`src/rtl/down_counter.sv`:
```
// rtl/down_counter.sv - loadable down counter / one-shot timer with single-cycle done pulse
//
// Optional auto-reload on expiry: define DOWN_COUNTER_AUTO_RELOAD_EN.
//
// Ports:
//   clk        system clock, rising edge
//   reset      asynchronous active-low reset
//   enable     count enable (decrement only while high)
//   load       synchronous load strobe, priority over enable
//   load_value start value captured on load
//   out        current count (registered)
//   zero       out==0 and not running (registered)
//   busy       counter running (registered)
//   done       one-cycle pulse on expiry (registered)

module down_counter #(
    parameter int WIDTH = 8
) (
    input  logic             clk,
    input  logic             reset,
    input  logic             enable,
    input  logic             load,
    input  logic [WIDTH-1:0] load_value,
    output logic [WIDTH-1:0] out,
    output logic             zero,
    output logic             busy,
    output logic             done
);

    typedef enum logic [1:0] {
        IDLE = 2'd0,
        RUN  = 2'd1,
        DONE = 2'd2
    } state_t;

    localparam logic [WIDTH-1:0] CNT_ZERO = '0;
    localparam logic [WIDTH-1:0] CNT_ONE  = WIDTH'(1);

    state_t           state_q;
    state_t           state_d;
    logic [WIDTH-1:0] out_d;
    logic             zero_d;
    logic             busy_d;
    logic             done_d;
    logic             expire;

`ifdef DOWN_COUNTER_AUTO_RELOAD_EN
    logic [WIDTH-1:0] reload_q;

    always_ff @(posedge clk or negedge reset) begin
        if (!reset) begin
            reload_q <= '0;
        end else if (load) begin
            reload_q <= load_value;
        end
    end
`endif

    // A load in the same cycle discards the pending expiry.
    // RUN always holds a non-zero count, so <= ONE only ever sees 1.
    assign expire = !load && (state_q == RUN) && enable && (out <= CNT_ONE);

    // State and output registers
    always_ff @(posedge clk or negedge reset) begin
        if (!reset) begin
            state_q <= IDLE;
            out     <= '0;
            zero    <= 1'b1;
            busy    <= 1'b0;
            done    <= 1'b0;
        end else begin
            state_q <= state_d;
            out     <= out_d;
            zero    <= zero_d;
            busy    <= busy_d;
            done    <= done_d;
        end
    end

    // Next state and next count
    always_comb begin
        state_d = state_q;
        out_d   = out;
        if (load) begin
            out_d   = load_value;
            state_d = (load_value != CNT_ZERO) ? RUN : DONE;
        end else begin
            case (state_q)
                IDLE: begin
                    out_d = CNT_ZERO;
                end
                RUN: begin
                    if (expire) begin
`ifdef DOWN_COUNTER_AUTO_RELOAD_EN
                        out_d   = reload_q;
                        state_d = RUN;
`else
                        out_d   = CNT_ZERO;
                        state_d = DONE;
`endif
                    end else if (enable) begin
                        out_d = out - CNT_ONE;
                    end
                end
                DONE: begin
                    out_d = CNT_ZERO;
                end
                default: begin
                    out_d   = CNT_ZERO;
                    state_d = IDLE;
                end
            endcase
        end
    end

    // Next output flags, derived from the next state so they land with the count
    always_comb begin
        busy_d = (state_d == RUN);
        zero_d = (out_d == CNT_ZERO) && (state_d != RUN);
        done_d = expire;
    end

endmodule

```
`config.mk`:
```
export PLATFORM = sky130hd
export DESIGN_NAME = down_counter
export DESIGN_NICKNAME = d
export VERILOG_FILES = /design/src/rtl/down_counter.sv
export SDC_FILE = /design/constraint.sdc
export NUM_CORES = 1
export LEC_CHECK = 0
export BUFFER_PORTS_ARGS = -buffer_cell sky130_fd_sc_hd__buf_2
export CORE_MARGIN = 2
export CORE_UTILIZATION = 50
export CTS_CLUSTER_SIZE = 20
export DETAILED_ROUTE_END_ITERATION = 7
export PLACE_DENSITY = 0.77
export RECOVER_POWER = 50
export SYNTH_ARGS = -nofsm -noshare
export SYNTH_HDL_FRONTEND = slang
export SYNTH_SLANG_ARGS = --single-unit
```
`constraint.sdc`:
```
create_clock -name clk -period 5.2 [get_ports clk]
set_input_delay 0.78 -clock clk [delete_from_list [all_inputs] [get_ports clk]]
set_output_delay 0.78 -clock clk [all_outputs]
set_load 0.1 [all_outputs]
```
==> summary.md <==
| Metric | Value |
|---|---|
| Fin nets | `107` |
| Initial antenna violation count | `0` |
| Peak Freq | `430 MHz` |
| Hold_sp | `state_q[1]` |
| Final HPWL DP | `1090 um` |
| Count of cell types in the netlist | `24` |
| Area Growth Syn to Fin | `17.3%` |
| Total wire length | `1410 um` |
| P_sw | `0.117 mW` |
| Slew @ Worst Pin | `1160 ps` |
| Die area | `0.00165 mm^2` |
| P per Cell Area | `350 mW/mm^2` |
| Cells after Synth | `68` |
| Total GRT Usage | `22.2%` |
| Placed inst area | `786 um^2` |
| CTS sink count | `13` |
| Cts hold-fix bufs | `0` |
| Final hold violations | `0` |
| Reg2Reg Depth | `4` |
| Synthesized area per cell | `9.88 um^2` |
| WL/cell | `13.2 um` |
| Dpl ws | `3190 ps` |
| Sequential Power Share | `42.7%` |
| Final ANT Viol Nets | `0` |
| Clk Latency, worst-skew pair | `270 ps` |
| CP top delay family | `buffers and inverters` |
| Comb pwr share | `34.8%` |
| Final instance area | `788 um^2` |
| Site row count | `13` |
| Hold/Removal Path Class | `reg2reg` |
| Total CTS buffers | `3` |
| Slowest stage delay, CP | `870 ps` |
| Share of the yosys chip area belonging to registers | `48.6%` |
| Worst VDD drop | `0.246 mV` |
| Layout cell share with drive strength beyond 1 | `23.9%` |
| Worst R2R Setup Slack | `3100 ps` |
| Post-CTS Repair Setup Buffers | `0` |
| Critical path buffer and inverter count | `1` |
| PnR worst setup slack | `2870 ps` |
| Worst-path fanout max | `4` |
| Slowest CP cell | `clkbuf_1` |
| H-tree depth | `1` |
| Startpoint Class | `flop` |
| Core Area | `0.00128 mm^2` |
| Fin Setup TNS | `0 ps` |
| DRC | `0` |
| Max_cap viols | `0` |
| Pin count of the biggest net entering global routing | `14` |
| Syn nets | `82` |
| Clock Path Buffers | `2` |
| Final setup vio count | `0` |
| Port bufs | `22` |
| Arrival @ worst endpoint | `1550 ps` |
| Internal | `0.160 mW` |
| Fillers | `117` |
| Pre-antenna DRT Iters | `4` |
| Vias in the first global route | `534` |
| Ports | `23` |
| Pins Over Slew Limit | `0` |
| CP Class | `reg2out` |
| CTS tree | `built` |
| Critical Path Sink Type | `output pin` |
| Hold EP | `done` |
| Final Cycle Share | `44.7%` |
| Switching share of power | `42.2%` |
| Reg-to-reg critical path startpoint | `out[3]` |
| Avg Vias per Cell | `5.19` |
| Clock period minus worst slack | `2330 ps` |
| Slew headroom | `23.2%` |
| Post-CTS Resized | `0` |
| WHS | `484 ps` |
| Grt total ovfl | `0` |
| Status | `finished clean` |
| Hold Crit Depth | `1` |
| Register bit count reported by yosys | `13` |
| YS warnings | `0` |
| Critical-path cell list | `clkbuf_1` |
| CTS clock-pin slew for the worst setup and hold paths | `80 ps` |
| RSZ-0062 raised after global routing | `false` |
| N_diodes | `0` |
| Worst R2R End | `out[0]` |
| Mapped cell area | `672 um^2` |
| Clock power frac | `22.5%` |
| Initial Utilization | `52.3%` |
| Lkg Pwr | `0.371 nW` |
| GP Congestion | `0.792` |
| Die H | `40.7 um` |
| Design Power | `0.276 mW` |
| Iter 0 DRT Violations | `18` |
| Total number of vias | `555` |
| Critical Path RT | `4420 ps` |
| Clk root buf | `clkbuf_4` |
| Fin Clk Skew | `3.01 ps` |
| First-pass GRT wire length | `2330 um` |
| Die width | `40.7 um` |
==> cells in the mapped netlist <==
| cell | n | area (um^2) |
|---|---|---|
| or4_4 | 1 | 11.3 |
| nor4b_1 | 3 | 26.3 |
| a21boi_0 | 1 | 7.51 |
| nor4_4 | 1 | 21.3 |
| clkbuf_1 | 1 | 3.75 |
| and2_1 | 1 | 6.26 |
| o21ai_0 | 7 | 35.0 |
| nand2b_1 | 1 | 6.26 |
| nor2b_1 | 1 | 6.26 |
| nand3b_1 | 1 | 7.51 |
| a21oi_1 | 2 | 10.0 |
| ha_1 | 2 | 25.0 |
| nor4_1 | 2 | 12.5 |
| nor2_1 | 2 | 7.51 |
| nor3_1 | 1 | 5.00 |
| dfrtp_1 | 12 | 300 |
| nand2_1 | 13 | 48.8 |
| inv_1 | 4 | 15.0 |
| dfstp_2 | 1 | 26.3 |
| buf_6 | 1 | 11.3 |
| o21ai_1 | 2 | 10.0 |
| xor2_1 | 2 | 17.5 |
| xnor2_1 | 5 | 43.8 |
| or4_1 | 1 | 7.51 |
==> metal layers <==
layer | global-route usage (%) | vias up | share of wire, %
li1 | - | 282 | -
met1 | 25.9 | 254 | 45
met2 | 38.1 | 17 | 50
met3 | 5.43 | 2 | 4.7
met4 | 10.0 | 0 | 0.78
met5 | 0 | - | 0
==> sequential cells by signal, indices dropped and copies added, names as in the netlist <==
register / flops
state_q: 2
zero: 1
busy: 1
out: 8
done: 1
==> power by group through the flow <==
stage,registers [mW],clock network [mW],logic [mW]
CTS,0.118,0.0627,0.0997
finish,0.118,0.0621,0.0960
detailed placement,0.120,0,0.0993
global route,0.119,0.0683,0.103
global placement,0.120,0,0.0978
floorplan,0.172,0,0.0273
==> cells in the final DEF, fill, tap and decap left out, types with 3 or more instances in the layout <==
cell / count
buf_2: 18
clkbuf_1: 5
clkbuf_4: 3
dfrtp_1: 12
inv_1: 4
nand2_1: 13
nor4_1: 3
nor4b_1: 3
o21ai_0: 7
xnor2_1: 5
==> kinds of logic after synthesis <==
kind of cell | synth area share, %
xor+xnor | 9.12
compound gates | 9.31
flops | 48.6
buf+inv | 4.47
fa+ha+maj | 3.72
simple gates | 24.8
==> area by class of cell <==
cell class,instances,area [um^2],share of cell area [%]
sequential,13,327,41.4
multi-input combinational,49,297,37.6
timing repair buffer,22,105,13.3
clock buffer,4,26.3,3.33
tap,15,18.8,2.38
inverter,4,15.0,1.90
==> worst max-delay path by stage <==
stage                start      to  slack (ps)  cells past startpoint
CTS                   zero    zero        3210                      1
global route        out[4]  out[4]        2840                      1
global placement    enable  out[3]        3230                      5
floorplan           out[0]  out[2]        2850                      7
finish              out[4]  out[4]        2870                      1
detailed placement  enable  out[7]        3190                      5
==> metrics by stage <==
stage          instances  utilization [%]
6_report             107             61.3
2_1_floorplan         68                -
4_1_cts              107             63.2
3_3_place_gp         103             61.1
5_1_grt              107             61.3
3_5_place_dp         103             61.1
Power figures use the tool's default switching activity.
